==> src/rtl/tmds_pkg.sv <==
// Shared TMDS definitions: control tokens, link FSM states and token lookup.
// Used by the receive-side decoder and available to the encoder side.
package tmds_pkg;

    // Control tokens sent during blanking, bit 0 first on the wire.
    localparam logic [9:0] TMDS_CTRL_00 = 10'b1101010100;
    localparam logic [9:0] TMDS_CTRL_01 = 10'b0010101011;
    localparam logic [9:0] TMDS_CTRL_10 = 10'b0101010100;
    localparam logic [9:0] TMDS_CTRL_11 = 10'b1010101011;

    // Word-alignment state machine states.
    typedef enum logic [1:0] {
        SEARCH = 2'd0,
        SLIP   = 2'd1,
        LOCKED = 2'd2
    } tmds_state_e;

    // Token lookup: returns {is_token, ctrl[1:0]}; non-tokens give 3'b000.
    function automatic logic [2:0] token_to_ctrl(input logic [9:0] sym);
        logic [2:0] res;
        case (sym)
            TMDS_CTRL_00: res = 3'b100;
            TMDS_CTRL_01: res = 3'b101;
            TMDS_CTRL_10: res = 3'b110;
            TMDS_CTRL_11: res = 3'b111;
            default:      res = 3'b000;
        endcase
        return res;
    endfunction

endpackage

==> src/rtl/tmds_symbol_decode.sv <==
// Combinational decode of one 10-bit TMDS symbol into token flag,
// control bits and data byte. The data field is meaningful only for
// non-token symbols and the ctrl field only for tokens.
module tmds_symbol_decode
    import tmds_pkg::*;
(
    input  logic [9:0] sym_i,
    output logic       is_ctrl_o,
    output logic [1:0] ctrl_o,
    output logic [7:0] data_o
);

    logic [2:0] tok_s;
    logic [7:0] q_s;

    // Token lookup plus inversion / XOR-XNOR chain undo for data symbols.
    always_comb begin
        tok_s     = token_to_ctrl(sym_i);
        is_ctrl_o = tok_s[2];
        ctrl_o    = tok_s[1:0];
        q_s       = sym_i[9] ? ~sym_i[7:0] : sym_i[7:0];
        data_o    = 8'h00;
        data_o[0] = q_s[0];
        for (int i = 1; i < 8; i++) begin
            if (sym_i[8]) begin
                data_o[i] = q_s[i] ^ q_s[i-1];
            end else begin
                data_o[i] = ~(q_s[i] ^ q_s[i-1]);
            end
        end
    end

endmodule

==> src/rtl/tmds_decoder.sv <==
// Per-channel TMDS receiver: word alignment via control-token runs with
// bitslip requests, then symbol decode into de/ctrl/data with 2-cycle
// latency. Optional lock-loss counter when TMDS_LOCK_STATS_EN is defined.
module tmds_decoder
    import tmds_pkg::*;
#(
    parameter int CTRL_RUN       = 64,
    parameter int SEARCH_TIMEOUT = 4096,
    parameter int SLIP_WAIT      = 8,
    parameter int CNTW           = 13
) (
    input  logic        clk_pix,
    input  logic        rst,
    input  logic [9:0]  sym_in,
    output logic        bitslip,
    output logic        locked,
    output logic        de,
    output logic [7:0]  data,
    output logic [1:0]  ctrl
`ifdef TMDS_LOCK_STATS_EN
    ,
    output logic [15:0] lock_losses
`endif
);

    localparam logic [CNTW-1:0] ZERO     = {CNTW{1'b0}};
    localparam logic [CNTW-1:0] ONE      = {{(CNTW-1){1'b0}}, 1'b1};
    localparam logic [CNTW-1:0] RUN_MAX  = CNTW'(CTRL_RUN);
    localparam logic [CNTW-1:0] TMO_MAX  = CNTW'(SEARCH_TIMEOUT);
    localparam logic [CNTW-1:0] WAIT_MAX = CNTW'(SLIP_WAIT);

    // Stage 1 registers
    logic [9:0]      sym_q;
    logic [9:0]      sym_prev_q;

    // Alignment state
    tmds_state_e     state_q;
    logic [CNTW-1:0] run_q;
    logic [CNTW-1:0] run_d;
    logic [CNTW-1:0] timeout_q;
    logic [CNTW-1:0] timeout_inc_s;
    logic [CNTW-1:0] slip_cnt_q;
    logic            bitslip_q;
    logic            locked_q;

    // Stage 2 output registers
    logic            de_q;
    logic [1:0]      ctrl_q;
    logic [7:0]      data_q;

    // Decode of the stage-1 symbol
    logic            dec_is_ctrl_s;
    logic [1:0]      dec_ctrl_s;
    logic [7:0]      dec_data_s;

    // Per-cycle events
    logic            run_hit_s;
    logic            tmo_hit_s;
    logic            lose_s;
    logic            lock_next_s;

    tmds_symbol_decode u_dec (
        .sym_i     (sym_q),
        .is_ctrl_o (dec_is_ctrl_s),
        .ctrl_o    (dec_ctrl_s),
        .data_o    (dec_data_s)
    );

    // Stage 1: capture the raw symbol and keep the previous one for run matching.
    always_ff @(posedge clk_pix or posedge rst) begin
        if (rst) begin
            sym_q      <= 10'h000;
            sym_prev_q <= 10'h000;
        end else begin
            sym_q      <= sym_in;
            sym_prev_q <= sym_q;
        end
    end

    // Next run length: held at zero while slipping, saturating at CTRL_RUN.
    always_comb begin
        run_d = ZERO;
        if (state_q == SLIP) begin
            run_d = ZERO;
        end else if (!dec_is_ctrl_s) begin
            run_d = ZERO;
        end else if (sym_q == sym_prev_q) begin
            if (run_q >= RUN_MAX) begin
                run_d = RUN_MAX;
            end else begin
                run_d = run_q + ONE;
            end
        end else begin
            run_d = ONE;
        end
    end

    // Event decode; a completed run takes priority over an expiring timeout.
    always_comb begin
        timeout_inc_s = timeout_q + ONE;
        run_hit_s     = (run_d == RUN_MAX);
        tmo_hit_s     = (timeout_inc_s == TMO_MAX);
        lose_s        = 1'b0;
        lock_next_s   = 1'b0;
        case (state_q)
            SEARCH: begin
                lock_next_s = run_hit_s;
            end
            LOCKED: begin
                lose_s      = tmo_hit_s && !run_hit_s;
                lock_next_s = !lose_s;
            end
            default: begin
                lock_next_s = 1'b0;
            end
        endcase
    end

    // Run counter register.
    always_ff @(posedge clk_pix or posedge rst) begin
        if (rst) begin
            run_q <= ZERO;
        end else begin
            run_q <= run_d;
        end
    end

    // Alignment FSM with registered bitslip and locked outputs.
    always_ff @(posedge clk_pix or posedge rst) begin
        if (rst) begin
            state_q    <= SEARCH;
            timeout_q  <= ZERO;
            slip_cnt_q <= ZERO;
            bitslip_q  <= 1'b0;
            locked_q   <= 1'b0;
        end else begin
            case (state_q)
                SEARCH: begin
                    bitslip_q <= 1'b0;
                    if (run_hit_s) begin
                        state_q   <= LOCKED;
                        locked_q  <= 1'b1;
                        timeout_q <= ZERO;
                    end else if (tmo_hit_s) begin
                        state_q    <= SLIP;
                        bitslip_q  <= 1'b1;
                        timeout_q  <= ZERO;
                        slip_cnt_q <= ZERO;
                    end else begin
                        timeout_q <= timeout_inc_s;
                    end
                end
                SLIP: begin
                    // One extra cycle past SLIP_WAIT guarantees pulse spacing
                    // of SEARCH_TIMEOUT + SLIP_WAIT + 1.
                    bitslip_q <= 1'b0;
                    if (slip_cnt_q == WAIT_MAX) begin
                        state_q    <= SEARCH;
                        timeout_q  <= ZERO;
                        slip_cnt_q <= ZERO;
                    end else begin
                        slip_cnt_q <= slip_cnt_q + ONE;
                    end
                end
                LOCKED: begin
                    bitslip_q <= 1'b0;
                    if (run_hit_s) begin
                        timeout_q <= ZERO;
                    end else if (tmo_hit_s) begin
                        state_q   <= SEARCH;
                        locked_q  <= 1'b0;
                        timeout_q <= ZERO;
                    end else begin
                        timeout_q <= timeout_inc_s;
                    end
                end
                default: begin
                    state_q    <= SEARCH;
                    timeout_q  <= ZERO;
                    slip_cnt_q <= ZERO;
                    bitslip_q  <= 1'b0;
                    locked_q   <= 1'b0;
                end
            endcase
        end
    end

    // Stage 2: decoded outputs, gated with the lock state they will appear alongside.
    always_ff @(posedge clk_pix or posedge rst) begin
        if (rst) begin
            de_q   <= 1'b0;
            ctrl_q <= 2'b00;
            data_q <= 8'h00;
        end else if (!lock_next_s) begin
            de_q   <= 1'b0;
            ctrl_q <= 2'b00;
        end else if (dec_is_ctrl_s) begin
            de_q   <= 1'b0;
            ctrl_q <= dec_ctrl_s;
        end else begin
            de_q   <= 1'b1;
            data_q <= dec_data_s;
        end
    end

    assign bitslip = bitslip_q;
    assign locked  = locked_q;
    assign de      = de_q;
    assign ctrl    = ctrl_q;
    assign data    = data_q;

`ifdef TMDS_LOCK_STATS_EN
    logic [15:0] lock_losses_q;

    // Saturating count of LOCKED to SEARCH transitions.
    always_ff @(posedge clk_pix or posedge rst) begin
        if (rst) begin
            lock_losses_q <= 16'h0000;
        end else if (lose_s && (lock_losses_q != 16'hFFFF)) begin
            lock_losses_q <= lock_losses_q + 16'h0001;
        end else begin
            lock_losses_q <= lock_losses_q;
        end
    end

    assign lock_losses = lock_losses_q;
`endif

endmodule

==> config.mk <==
export PLATFORM = sky130hd
export DESIGN_NAME = tmds_decoder
export DESIGN_NICKNAME = d
export VERILOG_FILES = /design/src/rtl/tmds_pkg.sv /design/src/rtl/tmds_symbol_decode.sv /design/src/rtl/tmds_decoder.sv
export SDC_FILE = /design/constraint.sdc
export NUM_CORES = 1
export LEC_CHECK = 0
export ABC_AREA = 1
export CAP_MARGIN = 10
export CORE_MARGIN = 2
export CORE_UTILIZATION = 31
export CTS_BUF_LIST = sky130_fd_sc_hd__clkbuf_4
export DETAILED_ROUTE_END_ITERATION = 7
export DONT_BUFFER_PORTS = 1
export PLACE_DENSITY_LB_ADDON = 0.25
export SYNTH_ARGS = -nofsm -noshare
export SYNTH_HDL_FRONTEND = slang
export SYNTH_HIERARCHICAL = 1
export SYNTH_SLANG_ARGS = --single-unit
==> constraint.sdc <==
create_clock -name clk_pix -period 2.2 [get_ports clk_pix]
set_input_delay 0.44 -clock clk_pix [delete_from_list [all_inputs] [get_ports clk_pix]]
set_output_delay 0.44 -clock clk_pix [all_outputs]
set_load 0.01 [all_outputs]
== Word-level counts from Yosys, hierarchy flattened ==
Cells that the tools add are included.

* Flip-flop bits (word level): 74
* Logic and storage cells: 99
* Input port bits: 12
* Output and inout bits: 13

* Equal/unequal tests: 18
* $add $sub $neg: 3
* Reduce and logical (&&, ||, !) cells: 9
* Bitwise logic cells: 18
* Muxes and demuxes: 39
* Magnitude comparators: 1

{| class="wikitable"
|+ Operators with widths
! cell !! number
|-
| 2-to-1 mux 13 bit || 10
|-
| adder 13 x 1 -> 13 bit, second input constant || 3
|-
| case mux 13 bit (3 select lines) || 1
|-
| case mux 13 bit (2 select lines) || 1
|-
| == test 10 bit, second input constant || 2
|-
| 2-to-1 mux 1 bit || 15
|-
| 2-to-1 mux 2 bit || 7
|-
| == test 13 bit, second input constant || 1
|-
| == test 13 x 4 -> 1 bit, second input constant || 1
|-
| == test 13 x 7 -> 1 bit, second input constant || 1
|-
| greater-or-equal comparator 13 x 7 -> 1 bit, second input constant || 1
|-
| case mux 3 bit (4 select lines) || 1
|-
| == test 10 bit || 1
|-
| == test 10 x 8 -> 1 bit, second input constant || 1
|-
| == test 10 x 9 -> 1 bit, second input constant || 1
|-
| inequality test 2 bit, second input constant || 5
|-
| inverter 1 bit || 10
|-
| 2-to-1 mux 8 bit || 1
|-
| inverter 8 bit || 1
|-
| AND reduction 4 bit || 2
|-
| XOR 1 bit || 7
|-
| case mux 2 bit (3 select lines) || 1
|-
| inequality test 2 x 1 -> 1 bit, second input constant || 2
|-
| inequality test 3 bit, second input constant || 1
|-
| 10 further kinds || 11
|}

== Longest topological paths before layout ==
Gate-level depths: netlist of run 1.

* Depth after elaboration: 11
* Gate-level depth with buffers: 17
* Gate-level depth less buffers: 17

== Hierarchy ==
The synthesis of run 1 kept the hierarchy.

{| class="wikitable"
|+ Modules (own cells, without submodules)
! module !! times used !! area each (um^2) !! sequential area each (um^2) !! cells each
|-
| tmds_decoder || 1 || 3,585.9 || 1,851.8 || 429
|-
| tmds_symbol_decode || 1 || 266.5 || 0.0 || 58
|}

== Worst setup path before layout of run 1 ==
No wires, ideal clock.

* Path type: reg2reg
* Start point: register sym_q[2]
* End point: register slip_cnt_q[5]
* Stages on the path, launching flop included: 16
* Path slack: 27 ps
* Data required time: 2,066 ps
* Buffers on the path: 1
* Library setup time: 134 ps
* Period minus slack after synthesis: 2,173 ps
* Arrival: 2,039 ps
* Path through: dfrtp_1 -> inv_1 -> nand2_1 -> nor2_1 -> nand3_1 -> nand2_1 -> inv_1 -> nor2_1 -> nand3_1 -> nor2_1 -> o21ai_1 -> nand3_2 -> nand3_2 -> buf_2 -> nand3_1 -> o31ai_1

* Longest elaborated chain between the ends: 7
* Elaborated cells on any way between the ends: 12
* Classes of those cells: eq/ne: 7; mux: 4; reduce/logical: 1

{| class="wikitable"
|+ Ends and longest elaborated chain
! item !! line !! RTL
|-
| from (decl) || tmds_decoder.sv:33 || <nowiki>logic [9:0] sym_q;</nowiki>
|-
| from (signal assigned) || tmds_decoder.sv:75 || <nowiki>sym_q <= sym_in;</nowiki>
|-
| == test 10 bit, or another cell as far along || tmds_pkg.sv:21 || <nowiki>case (sym)</nowiki>
|-
| case mux 3 bit (4 select lines) * || tmds_pkg.sv:21 ||
|-
| via dec_is_ctrl_s || tmds_decoder.sv:52 || <nowiki>logic dec_is_ctrl_s;</nowiki>
|-
| 2-to-1 mux 13 bit * || tmds_decoder.sv:85 || <nowiki>end else if (!dec_is_ctrl_s) begin</nowiki>
|-
| 2-to-1 mux 13 bit * || tmds_decoder.sv:83 || <nowiki>if (state_q == SLIP) begin</nowiki>
|-
| == test 13 x 7 -> 1 bit * || tmds_decoder.sv:101 || <nowiki>run_hit_s = (run_d == RUN_MAX);</nowiki>
|-
| inequality test 2 bit (no source line) * || -- ||
|-
| AND reduction 3 bit (no source line) * || -- ||
|-
| to (signal assigned) || tmds_decoder.sv:162 || <nowiki>slip_cnt_q <= slip_cnt_q + ONE;</nowiki>
|-
| to (decl) || tmds_decoder.sv:42 || <nowiki>logic [CNTW-1:0] slip_cnt_q;</nowiki>
|}

Mark *: on every way through the listed nets, which the timed path passes. The rest lies on a longest branch.
A chain may end at the register's enable or synchronous reset.

== Worst setup path after layout of run 1 ==
* Start point: register sym_q[7]
* End point: register data_q[3], in the netlist data[3]

* Longest elaborated chain between the ends: 10
* Elaborated cells on any way between the ends: 16
* Classes of those cells: eq/ne: 6; mux: 5; bitwise: 1; reduce/logical: 4

{| class="wikitable"
|+ Ends and longest elaborated chain
! item !! line !! RTL
|-
| == test 10 bit, or another cell as far along || tmds_pkg.sv:21 ||
|-
| case mux 3 bit (4 select lines) * || tmds_pkg.sv:21 ||
|-
| via dec_is_ctrl_s || tmds_decoder.sv:52 ||
|-
| 2-to-1 mux 13 bit || tmds_decoder.sv:85 ||
|-
| 2-to-1 mux 13 bit || tmds_decoder.sv:83 ||
|-
| == test 13 x 7 -> 1 bit || tmds_decoder.sv:101 ||
|-
| zero test 1 bit || tmds_decoder.sv:110 || <nowiki>lose_s = tmo_hit_s && !run_hit_s;</nowiki>
|-
| logical AND 1 bit || tmds_decoder.sv:110 ||
|-
| zero test 1 bit || tmds_decoder.sv:111 || <nowiki>lock_next_s = !lose_s;</nowiki>
|-
| case mux 1 bit (2 select lines) || tmds_decoder.sv:105 || <nowiki>case (state_q)</nowiki>
|-
| AND reduction 2 bit (no source line) * || -- ||
|-
| to (signal assigned) || tmds_decoder.sv:202 || <nowiki>data_q <= dec_data_s;</nowiki>
|-
| to (decl) || tmds_decoder.sv:49 || <nowiki>logic [7:0] data_q;</nowiki>
|}

Marked as above.

==> results of run 1 <==
## sequential cells by signal (all words and copies together) (netlist names)
| name | flops |
|---|---|
| data | 8 |
| sym_prev_q | 10 |
| ctrl | 2 |
| sym_q | 10 |
| de | 1 |
| timeout_q | 13 |
| state_q | 2 |
| run_q | 13 |
| slip_cnt_q | 13 |
| bitslip | 1 |
| locked | 1 |
## through the flow
step / worst slack [ns] / hold WS (ns) / total power [mW] / cell area (µm²)
6_report: 0.0854 / 0.529 / 2.62 / 4720
5_1_grt: -0.0514 / 0.476 / 2.77 / 4720
4_1_cts: 0.00720 / 0.488 / 2.65 / 4550
3_5_place_dp: -0.0659 / 0.471 / 1.78 / 4310
3_3_place_gp: 0.00768 / 0.471 / 1.78 / 4310
2_1_floorplan: 0.0270 / 0.430 / 1.70 / 3870
## final timing paths
path | cells after the start | to | slack [ns] | start
max reg2reg | 17 | data[3] | 0.09 | sym_q[7]
max in group asynchronous | 3 | sym_prev_q[4] | 0.90 | rst
min in group asynchronous | 2 | bitslip | 0.60 | rst
min reg2reg | 0 | sym_prev_q[9] | 0.53 | sym_q[9]
min | 0 | sym_prev_q[9] | 0.53 | sym_q[9]
max | 17 | data[3] | 0.09 | sym_q[7]
## synthesized netlist by cell type, types with 3 or more instances
cell type and n:
nand2_4 3, a21oi_1 4, nor3_1 9, inv_2 3
nor2_1 47, inv_1 69, nor2_2 3, nand3_1 63
o31ai_1 4, o21ai_0 12, dfrtp_1 74, ha_1 5
nand2_2 7, nand2_1 120, buf_1 3, xor2_1 14
o21ai_1 5, xnor2_1 5, nand4_1 11, o22ai_1 6
nor4_1 3
## what timing repair did
action	4_1_cts	5_1_grt
endpoints found under the hold margin	41	0
setup endpoints to repair	33	40
pin swaps	0	16
resized for setup	3	37
cloned	0	2
buffers inserted	0	6
hold buffers	11	0
## final cells by class
type	instances	area (µm²)	area share
Timing Repair Buffer	47	405	0.0859
Clock buffer	11	82.6	0.0175
Tap cell	168	210	0.0445
Clock inverter	4	43.8	0.00928
Inverter	72	277	0.0586
Multi-Input combinational cell	341	1850	0.392
Sequential cell	74	1850	0.393
## power by group through the flow
| stage | clock network, mW | logic (mW) | registers [mW] |
|---|---|---|---|
| finish | 0.829 | 0.310 | 1.48 |
| global route | 0.923 | 0.352 | 1.50 |
| CTS | 0.875 | 0.293 | 1.48 |
| detailed placement | 0 | 0.275 | 1.51 |
| global placement | 0 | 0.271 | 1.51 |
| floorplan | 0 | 0.210 | 1.49 |
## worst max-delay path, stage by stage (launching register included)
cell and delay (ns):
dfrtp_1 0.42, inv_1 0.06, nand2_1 0.04, nor2_1 0.19, nand3_1 0.12, nand2_2 0.09
inv_2 0.05, nor2_4 0.13, nand3_2 0.09, nor2_2 0.14, o21ai_2 0.08, nand3_2 0.11
nand2_2 0.08, nand2_4 0.13, nand2_8 0.10, nand2_8 0.10, nand2_1 0.05, nand2_1 0.06
## cells by family after synthesis
family | after synthesis | synth area share
AOI/OAI and AO/OA | 33 | 0.0487
and+or+nand+nor | 276 | 0.333
adders and majority gates | 5 | 0.0162
DFF | 74 | 0.481
xor gates and xnor gates | 19 | 0.0432
buffers and inverters | 79 | 0.0776
other | 1 | 0.000973
## routing by layer
metal / wire length, µm / vias up
met5: 0 / -
met4: 115 / 0
met3: 415 / 7
met2: 3930 / 54
met1: 4160 / 1550
li1: - / 1671
==> results.toml, run 1 <==
[outcome]
status = "finished clean"

[die]
core_area_mm2 = 0.0121
dieArea_mm2 = 0.0133
io_pins = 25
die_width_um = 115
rows = 40
die_h_um = 115
start_util = 0.319

[routing]
drt_iter0_drc = 228
drt-vias-per-instance = 4.58
wl_per_cell_um = 12.0
routed_wl_um = 8630
drc = 0
num_vias = 3282
dr.pass1.iters = 4
ant_nets = 0

[clock_network]
cts_root_buffer = "clkbuf_4"
worstSkewPairLatency_ns = 0.45
clock-sinks = 74
cts_buffers = 9
htreeDepth = 3
clockBufferDepth = 2
cts.clk_slew.worst_paths_ns = 0.13
cts_tree = "done"

[pwr]
switching_share = 0.276
p_leak_nw = 2.22
irDropWorstVdd_mv = 0.314
comb_power_share = 0.118
p_int_mw = 1.90
p_sw_mw = 0.723
pwr-share-clk = 0.316
seqPwrFrac = 0.565
powerDensity_mw_per_mm2 = 556

[placement]
routabilityCongestion = 0.831
dp_cells = 683
dp_hpwl_um = 6030
port_buffers = 0

[finish]
final_util = 0.391
layout_common_cells = "nand2_1, dfrtp_1, inv_1"
fillers = 1231
final_common_cell = "nand2_1"
final_nets = 562
antenna_cells = 0
area_growth_pct = 22.5
drive_gt1_frac = 0.204
stdcell_count = 717

[worst_hold_path]
hold_class = "register to register"

[logic_synthesis]
synth.cell_area_mm2 = 0.00385
yosysTopAreaCellShare = 0.481
ys_ff_latch = 74
ys_seq_area_frac = 0.481
synthTopCellsByArea = "dfrtp_1, nand2_1, nand3_1, inv_1, nor2_1"
synth-edff-count = 0
yosys_warnings = 6
synthFlopType = "dfrtp_1"
yosys.area.top_type = "dfrtp_1"
synth.distinct_cells = 32
avgSynthCellArea_um2 = 7.91
postSynth.asyncResetShare = 1.00
synth_cells = 487

[setup_path]
path_class = "register to register"
crit_required_ns = 2.58
crit_fanout = 6
crit_path_start_kind = "register"
end_kind = "register"
crit_arrival_ns = 2.50

[grt]
grtUsageTotal = 0.138
grt_use_met3 = 0.0492
grt_pass1_vias = 3080
antenna_found_initial = 0
top_usage_layer = "met2"
gr-total-overflow = 0
grt_max_degree = 34
grt_pass1_wl_um = 14300
gr-usage-met1 = 0.183
grt.met2_usage = 0.206

[sta]
hold_viol_final = 0
tightest_slew_ns = 0.763
fin_crit_sh = 0.961
clock_skew_ns = 0.0179
slew_headroom = 0.490
tns_ns = 0
setup_viol = 0
timing.fmax_mhz = 473
min_period_ns = 2.11
drv_slew = 0
rsz0062_at_grt = "true"

[job]
drv_cap = 0
(Power assumes the default switching activity.)
==> run 2: changes to the inputs <==
--- a/config.mk
+++ b/config.mk
@@ -7,11 +7,11 @@
 export LEC_CHECK = 0
 export ABC_AREA = 1
 export CAP_MARGIN = 10
-export CORE_MARGIN = 2
 export CORE_UTILIZATION = 31
 export CTS_BUF_LIST = sky130_fd_sc_hd__clkbuf_4
 export DETAILED_ROUTE_END_ITERATION = 7
 export DONT_BUFFER_PORTS = 1
+export GPL_ROUTABILITY_DRIVEN = 0
 export PLACE_DENSITY_LB_ADDON = 0.25
 export SYNTH_ARGS = -nofsm -noshare
 export SYNTH_HDL_FRONTEND = slang
==> results.toml, run 2 (synthesis gave the netlist of run 1 again) <==
[outcome]
status = "finished clean"

[placement]
placed_area_mm2 = 0.00432
port_buffers = 0
post-place-ws_ns = -0.0599
dp_hpwl_um = 5990

[die]
die_h_um = 113
io_pins = 25
start_util = 0.319
rows = 40
die_width_um = 113
core_area_mm2 = 0.0121
dieArea_mm2 = 0.0129

[clock_network]
cts_buffers = 9
cts_root_buffer = "clkbuf_4"
worstSkewPairLatency_ns = 0.44
cts.clk_slew.worst_paths_ns = 0.12
htreeDepth = 3
clock-sinks = 74
clockBufferDepth = 2
cts_tree = "done"

[grt]
grt_pass1_vias = 3030
grtUsageTotal = 0.142
grt_max_degree = 67
antenna_found_initial = 0
grt_pass1_wl_um = 14200
gr-total-overflow = 0

[setup_path]
crit_fanout = 11
crit_top_cell = "nand2_1"
path_cells = "buf_4, nand2_1, nor2_2, nand3_1, nand2_2, inv_2, nor2_4, nand3_1, nor2_2, o21ai_2, nand3_4, nand2_2, nand2_4, nand2_8, nand2_4, nand2_1, nand2_1"
crit_path_start_kind = "register"
path_class = "register to register"
crit_arrival_ns = 2.46
cpPeakStageDelay_ns = 0.43
slowest_stage = "dfrtp_1"
regToRegSetupSlack_ns = 0.13
crit_required_ns = 2.59
end_kind = "register"

[sta]
timing.fmax_mhz = 482
fin_crit_sh = 0.943
hold_viol_final = 0
min_period_ns = 2.07
clock_skew_ns = 0.0207
rsz0062_at_grt = "true"
timing.final.ws_setup_ns = 0.126
setup_viol = 0
drv_slew = 0

[worst_hold_path]
hold_class = "input port to async pin"

[finish]
reg_top3 = "run_q: 13 flops, slip_cnt_q: 13 flops, timeout_q: 13 flops"
layout_common_cells = "nand2_1, dfrtp_1, inv_1"
fillers = 1248
antenna_cells = 0
drive_gt1_frac = 0.208
final_nets = 564
final_common_cell = "nand2_1"
final_util = 0.394
area_growth_pct = 23.5
final_area_mm2 = 0.00476

[routing]
drt-vias-per-instance = 4.50
wl_met2_um = 3730
wl_per_cell_um = 11.8
num_vias = 3241
drc = 0
routed_wl_um = 8520
ant_nets = 0
dr.pass1.iters = 4
drt_iter0_drc = 198
met3_length_um = 491
highest_layer = "met4"
wl_met1_um = 4200

[pwr]
p_leak_nw = 2.23
powerDensity_mw_per_mm2 = 526
irDropWorstVdd_mv = 0.226
finalPower_mw = 2.50

[job]
drv_cap = 0
-- run 2: cell types whose count changed in the layout (fill, tap and decap cells not counted), moves of 2 or more --
cell and delta:
buf_6 +2, clkinv_1 +2, inv_1 +2, inv_2 -2, nand2_1 +4, nand2_2 -5, nand3_1 -9, nand3_2 +8
o21ai_0 -3, o21ai_1 +4, o22ai_1 +2, o22ai_2 -2
-- run 2: power breakdown --
part	internal, mW	switching (mW)	total, mW	leakage [nW]
clock network	0.243	0.464	0.708	0.0631
registers	1.41	0.0716	1.49	0.959
logic	0.126	0.184	0.310	1.20
-- run 2: final cells by class --
cell class                 instances  area [µm²]  area share
sequential                        74        1850       0.390
timing repair buffer              50         435      0.0915
tap                              168         210      0.0442
inverter                          72         278      0.0584
clock inverter                     5        21.3     0.00447
multi-input combinational        340        1880       0.394
clock buffer                      11        82.6      0.0174
-- run 2: worst max-delay path: cells and delay by family (launching register included) --
family	cells	cell delay (ns)
and+or+nand+nor	14	1.33
DFF	1	0.43
buffers and inverters	2	0.18
AOI/OAI and AO/OA	1	0.08
-- run 2: per-layer routing --
metal | vias to the layer above | track usage
met2 | 57 | 0.209
li1 | 1667 | -
met4 | 0 | 0.0456
met5 | - | 0
met3 | 8 | 0.0606
met1 | 1509 | 0.188
-- run 2: path summary, 6_finish.rpt --
path,start,endpoint,cells after the start
worst max-delay path,sym_q[2],data[0],17
worst min-delay path,rst,bitslip,2
worst max register to register,sym_q[2],data[0],17
worst min register to register,sym_q[4],sym_prev_q[4],0
max in group asynchronous,rst,sym_prev_q[5],3
min in group clk_pix,sym_q[4],sym_prev_q[4],0
-- run 2: through the flow --
| step | TNS, ns | hold WS [ns] | instances |
|---|---|---|---|
| after floorplan | 0 | 0.430 | 492 |
| after global placement | 0 | 0.265 | 685 |
| after detailed placement | -0.305 | 0.264 | 685 |
| after CTS | 0 | 0.352 | 712 |
| after global routing | -1.32 | 0.368 | 720 |
| final | 0 | 0.389 | 720 |
-- run 2: repair_timing --
item / CTS / global route
endpoints found under the hold margin: 18 / 0
pin swaps: 0 / 22
buffers inserted: 0 / 7
gates resized for setup: 1 / 48
gates cloned: 0 / 1
hold buffers: 11 / 0
setup endpoints to repair: 17 / 41
